--- config.mk ---
export PLATFORM = sky130hd
export DESIGN_NAME = seq_divider
export DESIGN_NICKNAME = d
export VERILOG_FILES = /design/src/rtl/seq_divider_pkg.sv /design/src/rtl/seq_divider_ripple_sub.sv /design/src/rtl/seq_divider.sv
export SDC_FILE = /design/constraint.sdc
export NUM_CORES = 1
export LEC_CHECK = 0
export CAP_MARGIN = 20
export CORE_AREA = 2 2 77 79
export DETAILED_ROUTE_END_ITERATION = 6
export DIE_AREA = 0 0 79 81
export GPL_TIMING_DRIVEN = 0
export HOLD_SLACK_MARGIN = 0.03
export PLACE_DENSITY = 0.64
export SETUP_SLACK_MARGIN = 0.02
export SLEW_MARGIN = 25
export SYNTH_ARGS = -nofsm -noshare
export SYNTH_HDL_FRONTEND = slang
export SYNTH_HIERARCHICAL = 1
export SYNTH_SLANG_ARGS = --single-unit
--- constraint.sdc ---
create_clock -name clk -period 4.5 [get_ports clk]
set_input_delay 0.675 -clock clk [delete_from_list [all_inputs] [get_ports clk]]
set_output_delay 0.675 -clock clk [all_outputs]
set_load 0.02 [all_outputs]
--- src/rtl/seq_divider_pkg.sv ---
// Shared types for the sequential divider: FSM state encoding and the full-subtractor bit cell.
package seq_divider_pkg;

  localparam int unsigned SEQDIV_DEFAULT_WIDTH = 8;

  typedef enum logic [1:0] {
    SEQDIV_IDLE = 2'd0,
    SEQDIV_RUN  = 2'd1,
    SEQDIV_DONE = 2'd2
  } seqdiv_state_e;

  typedef struct packed {
    logic diff;
    logic borrow;
  } sub_bit_t;

  // One-bit full subtractor: a - b - bin
  function automatic sub_bit_t full_sub(input logic a, input logic b, input logic bin);
    sub_bit_t r;
    r.diff   = a ^ b ^ bin;
    r.borrow = (~a & b) | (~(a ^ b) & bin);
    return r;
  endfunction

endpackage

--- src/rtl/seq_divider_ripple_sub.sv ---
// N-bit ripple-borrow subtractor (a - b) built from full_sub cells; borrow-in tied low.
module seq_divider_ripple_sub
  import seq_divider_pkg::*;
#(
  parameter int unsigned N = SEQDIV_DEFAULT_WIDTH + 1
) (
  input  logic [N-1:0] a,
  input  logic [N-1:0] b,
  output logic [N-1:0] diff,
  output logic         borrow_out
);

  logic [N:0] borrow_c;

  assign borrow_c[0] = 1'b0;

  for (genvar i = 0; i < N; i++) begin : g_cell
    sub_bit_t cell_c;
    assign cell_c          = full_sub(a[i], b[i], borrow_c[i]);
    assign diff[i]         = cell_c.diff;
    assign borrow_c[i + 1] = cell_c.borrow;
  end

  assign borrow_out = borrow_c[N];

endmodule

--- src/rtl/seq_divider.sv ---
// Multi-cycle unsigned restoring divider, one quotient bit per cycle with valid/ready handshake.
// Define SEQ_DIVIDER_DZ_FAST_EN to short-circuit divide-by-zero straight to DONE with a flag.
module seq_divider
  import seq_divider_pkg::*;
#(
  parameter int unsigned WIDTH = SEQDIV_DEFAULT_WIDTH
) (
  input  logic             clk,
  input  logic             rst,
  input  logic             start,
  output logic             ready,
  input  logic [WIDTH-1:0] dividend,
  input  logic [WIDTH-1:0] divisor,
  output logic             out_valid,
  input  logic             out_ready,
  output logic [WIDTH-1:0] quotient,
  output logic [WIDTH-1:0] remainder,
  output logic             div_by_zero
);

  localparam int unsigned CNT_W = (WIDTH > 1) ? $clog2(WIDTH) : 1;

  seqdiv_state_e    state_q, state_d;
  logic [CNT_W-1:0] count_q, count_d;
  logic [WIDTH-1:0] q_q, q_d;
  logic [WIDTH-1:0] d_q, d_d;
  logic [WIDTH:0]   r_q, r_d;
  logic [WIDTH-1:0] quotient_q, quotient_d;
  logic [WIDTH-1:0] remainder_q, remainder_d;
  logic             ready_q, ready_d;
  logic             out_valid_q, out_valid_d;
  logic             dz_q, dz_d;

  logic [WIDTH:0]   s_c, t_c;
  logic             borrow_c;
  logic             unused_r_msb;

  // Partial remainder shifted left with the next dividend bit brought in
  assign s_c          = {r_q[WIDTH-1:0], q_q[WIDTH-1]};
  assign unused_r_msb = r_q[WIDTH];

  seq_divider_ripple_sub #(
    .N (WIDTH + 1)
  ) u_sub (
    .a          (s_c),
    .b          ({1'b0, d_q}),
    .diff       (t_c),
    .borrow_out (borrow_c)
  );

  always_ff @(posedge clk) begin
    if (rst) begin
      state_q     <= SEQDIV_IDLE;
      count_q     <= '0;
      q_q         <= '0;
      d_q         <= '0;
      r_q         <= '0;
      quotient_q  <= '0;
      remainder_q <= '0;
      ready_q     <= 1'b1;
      out_valid_q <= 1'b0;
      dz_q        <= 1'b0;
    end else begin
      state_q     <= state_d;
      count_q     <= count_d;
      q_q         <= q_d;
      d_q         <= d_d;
      r_q         <= r_d;
      quotient_q  <= quotient_d;
      remainder_q <= remainder_d;
      ready_q     <= ready_d;
      out_valid_q <= out_valid_d;
      dz_q        <= dz_d;
    end
  end

  always_comb begin
    state_d     = state_q;
    count_d     = count_q;
    q_d         = q_q;
    d_d         = d_q;
    r_d         = r_q;
    quotient_d  = quotient_q;
    remainder_d = remainder_q;
    ready_d     = ready_q;
    out_valid_d = out_valid_q;
    dz_d        = dz_q;

    unique case (state_q)
      SEQDIV_IDLE: begin
        if (start) begin
          q_d     = dividend;
          d_d     = divisor;
          r_d     = '0;
          count_d = CNT_W'(WIDTH - 1);
          ready_d = 1'b0;
`ifdef SEQ_DIVIDER_DZ_FAST_EN
          if (divisor == '0) begin
            state_d     = SEQDIV_DONE;
            out_valid_d = 1'b1;
            quotient_d  = '1;
            remainder_d = dividend;
            dz_d        = 1'b1;
          end else begin
            state_d = SEQDIV_RUN;
          end
`else
          state_d = SEQDIV_RUN;
`endif
        end
      end

      SEQDIV_RUN: begin
        // Restore on borrow: keep the shifted remainder and record a zero quotient bit
        r_d = borrow_c ? s_c : t_c;
        q_d = {q_q[WIDTH-2:0], ~borrow_c};
        if (count_q == '0) begin
          state_d     = SEQDIV_DONE;
          out_valid_d = 1'b1;
          quotient_d  = {q_q[WIDTH-2:0], ~borrow_c};
          remainder_d = borrow_c ? s_c[WIDTH-1:0] : t_c[WIDTH-1:0];
        end else begin
          count_d = count_q - CNT_W'(1);
        end
      end

      SEQDIV_DONE: begin
        if (out_ready) begin
          state_d     = SEQDIV_IDLE;
          ready_d     = 1'b1;
          out_valid_d = 1'b0;
          dz_d        = 1'b0;
        end
      end

      default: begin
        state_d     = SEQDIV_IDLE;
        ready_d     = 1'b1;
        out_valid_d = 1'b0;
        dz_d        = 1'b0;
      end
    endcase
  end

  assign ready       = ready_q;
  assign out_valid   = out_valid_q;
  assign quotient    = quotient_q;
  assign remainder   = remainder_q;
  assign div_by_zero = dz_q;

endmodule
* After elaboration in Yosys (flattened, before gate mapping)
Cells that the tools add are included.
Storage, ports and cells: register bits after elaboration 48, input bits 20, output and inout bits 19, logic and storage cells 107
Operators by class: add/subtract/negate cells 1, equal/unequal tests 6, muxes and demuxes 20, bitwise operators 58, reductions and logical operators 12
Operators with widths (count):
- two-way mux 8 bit | 4
- one-hot mux 8 bit (2 select lines) | 2
- inverter 1 bit | 20
- bitwise AND 1 bit | 16
- bitwise XOR 1 bit | 15
- AND reduction 3 bit | 4
- != test 2 bit, second input constant | 4
- AND reduction 2 bit | 4
- bitwise OR 1 bit | 7
- two-way mux 2 bit | 3
- two-way mux 3 bit | 2
- one-hot mux 1 bit (3 select lines) | 2
- one-hot mux 2 bit (3 select lines) | 1
- one-hot mux 3 bit (2 select lines) | 1
- two-way mux 1 bit | 4
- zero test 3 bit | 1
- subtractor 3 x 1 -> 3 bit, second input constant | 1
- == test 2 x 1 -> 1 bit, second input constant | 1
- == test 2 bit, second input constant | 1
- zero test 2 bit | 1
- one-hot mux 1 bit (2 select lines) | 1
- nonzero test 2 bit | 1
- OR reduction 2 bit | 1

* Longest topological paths before layout
Gate-level depths: netlist of run 1.
depth in word-level cells 19, mapped depth 18, depth with buffers taken out 17

* By module
Netlist of run 1, hierarchy kept.
By module, submodules not included:
- seq_divider | times used 1, cells each 180, area an instance 1901.8 um^2, sequential area each 940.9 um^2
- seq_divider_ripple_sub | times used 1, cells each 29, area an instance 247.7 um^2, sequential area each 0.0 um^2

* Worst setup path after synthesis of run 1
OpenSTA, ideal clock, no wires.
path kind register to register, start point register q_q[7], end point register r_q[6], setup time 0.128 ns, arrival time 3.907 ns, required time 4.372 ns, setup slack 0.466 ns, stages on the path, launching flop included 19, buffers on the path 1, clock period less this slack 4.034 ns, cell sequence dfxtp_1 inv_1 ha_1 inv_1 fa_1 inv_1 fa_1 fa_1 fa_1 fa_1 fa_1 fa_1 inv_1 fa_1 inv_1 buf_2 mux2_2 a22oi_1 nor2_1
Between the ends: cells in the longest elaborated chain, start to end 19, elaborated cells on any way between the ends 20, classes of those cells mux (2); bitwise (18)
Ends and longest elaborated chain:
- start, declared | RTL line seq_divider.sv:25 | logic [WIDTH-1:0] q_q, q_d;
- start signal, assigned | RTL line seq_divider.sv:66 | q_q <= q_d;
- inverter 1 bit | RTL line seq_divider_pkg.sv:21 | r.borrow = (~a & b) | (~(a ^ b) & bin);
- bitwise AND 1 bit (2 in a row) | RTL line seq_divider_pkg.sv:21
- bitwise OR 1 bit | RTL line seq_divider_pkg.sv:21
- bitwise AND 1 bit | RTL line seq_divider_pkg.sv:21
- bitwise OR 1 bit | RTL line seq_divider_pkg.sv:21
- bitwise AND 1 bit | RTL line seq_divider_pkg.sv:21
- bitwise OR 1 bit | RTL line seq_divider_pkg.sv:21
- bitwise AND 1 bit | RTL line seq_divider_pkg.sv:21
- [... 3 more ...]
- bitwise AND 1 bit | RTL line seq_divider_pkg.sv:21
- bitwise OR 1 bit | RTL line seq_divider_pkg.sv:21
- bitwise AND 1 bit | RTL line seq_divider_pkg.sv:21
- bitwise OR 1 bit | RTL line seq_divider_pkg.sv:21
- bitwise AND 1 bit | RTL line seq_divider_pkg.sv:21
- via borrow_c | RTL line seq_divider.sv:35 | logic borrow_c;
- two-way mux 8 bit | RTL line seq_divider.sv:115 | r_d = borrow_c ? s_c : t_c;
- one-hot mux 8 bit (2 select lines) | RTL line seq_divider.sv:89 | unique case (state_q)
- end signal, assigned | RTL line seq_divider.sv:68 | r_q <= r_d;
- end, declared | RTL line seq_divider.sv:27 | logic [WIDTH:0] r_q, r_d;
The timed path passes the listed nets, and every way through them passes these cells. A chain may end at the register's enable or synchronous reset.

* Worst setup path in the final report of run 1
Same ends and word-level chain as after synthesis.

==> flow_summary.ini, run 1 <==
[outcome]
status = complete, no violations

[sta]
fin_tns_setup_ns = 0
worst_hold_slack_ns = 0.463
fmax_mhz = 239
maxSlewViolCount = 0
finalCritPeriodShare_pct = 92.9
tightest_slew_ns = 0.535
skew_ns = 0.00867
hold_viol = 0
rsz0062_at_grt = false
fin_crit_ns = 4.18
setup_viol_count_final = 0
slew_headroom_pct = 64.3

[die]
die_h_um = 81
initial_core_util_pct = 37.9
core_area_um2 = 5680
die_w_um = 79
rows = 28
die_area_um2 = 6400
io_pins = 39

[yosys]
synth_top_family_by_area = compound AO/OA/AOI/OAI gates
synth_warnings = 6
ys_seq_area_share_pct = 43.8
netlist.area_leader.share_pct = 43.8
synth_commonest_cells = dfxtp_1, inv_1, nand2_1
yosysUniqueCellTypes = 38
synth_seq_cells = 47
syn_avg_cell_area_um2 = 10.3
synth_area_um2 = 2150
synth-adder-area-share_pct = 9.20
synth-xor-area-share_pct = 0
yosysMostFrequentCell = dfxtp_1
synth-main-ff-cell = dfxtp_1
synth_compound_area_share_pct = 19.4
async_flop_share_pct = 0
netlist_instances = 209
synthMuxAreaShare_pct = 7.16
synthTopCellsByArea = dfxtp_1, fa_1, mux2i_1
synth_edf_count = 0
yosysTopAreaCell = dfxtp_1
yosys.area_share.simple_pct = 11.8

[global_routing]
grt_start_max_net_pins = 15
grt_pass1_wl_um = 7230
grt_pass1_vias = 1532
antenna_found_initial = 0
grt.total_usage_pct = 14.7
globalRouteOverflowTotal = 0

[place]
gp_congestion = 0.744
hpwlAfterDp_um = 3120
place_area_um2 = 2610
portBuffers = 36

[detailed_routing]
drt-initial-drc-count = 34
vias_per_cell = 4.83
drtAntennaViolNets = 0
wire_per_inst_um = 13.2
firstDrtPassIters = 4
routed_wl_um = 4330
drc = 0
vias = 1583

[worst_setup_path]
crit_required_ns = 4.67
path_cells = inv_1, ha_1, inv_1, fa_1, inv_1, fa_1, fa_2, fa_1, fa_1, fa_1, fa_1, inv_1, fa_1, inv_1, buf_4, mux2_2, a22oi_1, nor2_1
worst_path_most_repeated_cell = fa_1
worst_path_largest_cell_delay_ns = 0.40
setup.worst_path.class = reg2reg
crit_slowest_cell = fa_1
cp_max_fo = 10
endpoint_kind = flip-flop
cp.arrival_ns = 4.35
start_kind = flip-flop

[power]
worst_ir_drop_vdd_uv = 235
p_per_area_nw_per_um2 = 367
leakagePower_nw = 1.09

[cts]
cts_tree = done
cts_buffers = 5
clock_sinks = 47
cts.clk_slew.worst_paths_ns = 0.09
cts.path.max_buffers = 2
htree_levels = 2
ctsHoldBuffers = 0
root_buffer = clkbuf_8
insertion_delay_ns = 0.30

[flow_run]
cap_viol_max_count = 0

[min_path]
hp-class = reg2reg

[finish]
num_antenna_cells = 0
post_route_cells_drive_above_1_share_pct = 12.3
fin_util_pct = 47.9
n_fill_cell = 567
final_cell_area_um2 = 2720
area_growth_pct = 26.5
nNetsFinal = 284
[stage by stage]
step,worst slack [ns],power (mW),cells
6_report,0.319,0.997,328
5_1_grt,0.0397,1.06,328
4_1_cts,0.197,1.01,328
3_5_place_dp,0.225,0.706,321
3_3_place_gp,0.252,0.702,321
2_1_floorplan,0.466,0.638,210
[kinds of logic after synthesis]
kind of cell / Yosys count
compound gates: 53
flops: 47
simple gates: 46
buf+inv: 36
mux: 15
fa+ha+maj: 11
other cells: 1
[flip-flops by register name, indices dropped and copies added (netlist names)]
name,cells
r_q,8
out_valid,1
remainder,8
d_q,8
state_q,2
ready,1
q_q,8
quotient,8
count_q,3
[power by group]
| part | switching [mW] | internal, mW |
|---|---|---|
| clock network | 0.138 | 0.162 |
| registers | 0.0191 | 0.446 |
| logic | 0.121 | 0.110 |
[path summary, 6_finish.rpt]
kind	startpoint	endpoint	cells after the start	slack [ns]
setup / recovery	q_q[7]	r_q[6]	18	0.32
hold / removal	d_q[1]	d_q[1]	2	0.46
setup reg to reg	q_q[7]	r_q[6]	18	0.32
hold reg to reg	d_q[1]	d_q[1]	2	0.46
[worst max-delay path, delay by kind of cell, from the launching register on]
family          cells  cell delay, ns
mux                 1            0.30
buf+inv             6            0.45
flops               1            0.36
simple gates        1            0.06
fa+ha+maj           9            2.73
compound gates      1            0.14
[metal layers]
layer	GRT usage, %	wire length (um)	up-vias	share of wire (%)
li1	-	-	791	-
met1	19.2	2060	756	47
met2	24.3	2070	31	48
met3	3.33	166	5	3.8
met4	4.66	44	0	1.0
met5	0	0	-	0
[final cells by class]
| type | count | area, um2 | area share [%] |
|---|---|---|---|
| clock buffer | 5 | 68.8 | 2.53 |
| tap | 75 | 93.8 | 3.45 |
| sequential | 47 | 941 | 34.6 |
| buffer | 13 | 98.8 | 3.64 |
| inverter | 23 | 86.3 | 3.18 |
| clock inverter | 2 | 37.5 | 1.38 |
| timing repair buffer | 36 | 360 | 13.3 |
| multi-input combinational | 127 | 1030 | 38.0 |
[repair_timing]
action / 4_1_cts / 5_1_grt
setup endpoints to repair: 0 / 3
buffers inserted: 0 / 0
gates resized for setup: 0 / 3
hold endpoints to repair: 0 / 0
[placed cells by master, fill, tap and decap left out, types with 3 or more instances in the layout]
cell             count
mux2_2               3
fa_1                 7
clkdlybuf4s50_1     36
nor2b_1              5
ha_1                 3
dfxtp_1             47
clkbuf_8             6
a21oi_1             12
a22oi_1              3
o2bb2ai_1           11
a211oi_1             7
inv_1               23
buf_4                4
buf_6                3
clkbuf_1             3
nor2_1              13
a22o_1              10
nand2_1             17
mux2i_1             12
Note: power is estimated with default switching activity, not from simulation.
==> run 2: changes to the inputs <==
Settings changed: HOLD_SLACK_MARGIN 0.03 to 0.15.
==> results of run 2 <==
Same layout as run 1: the final DEF is identical, and so are final timing and power.
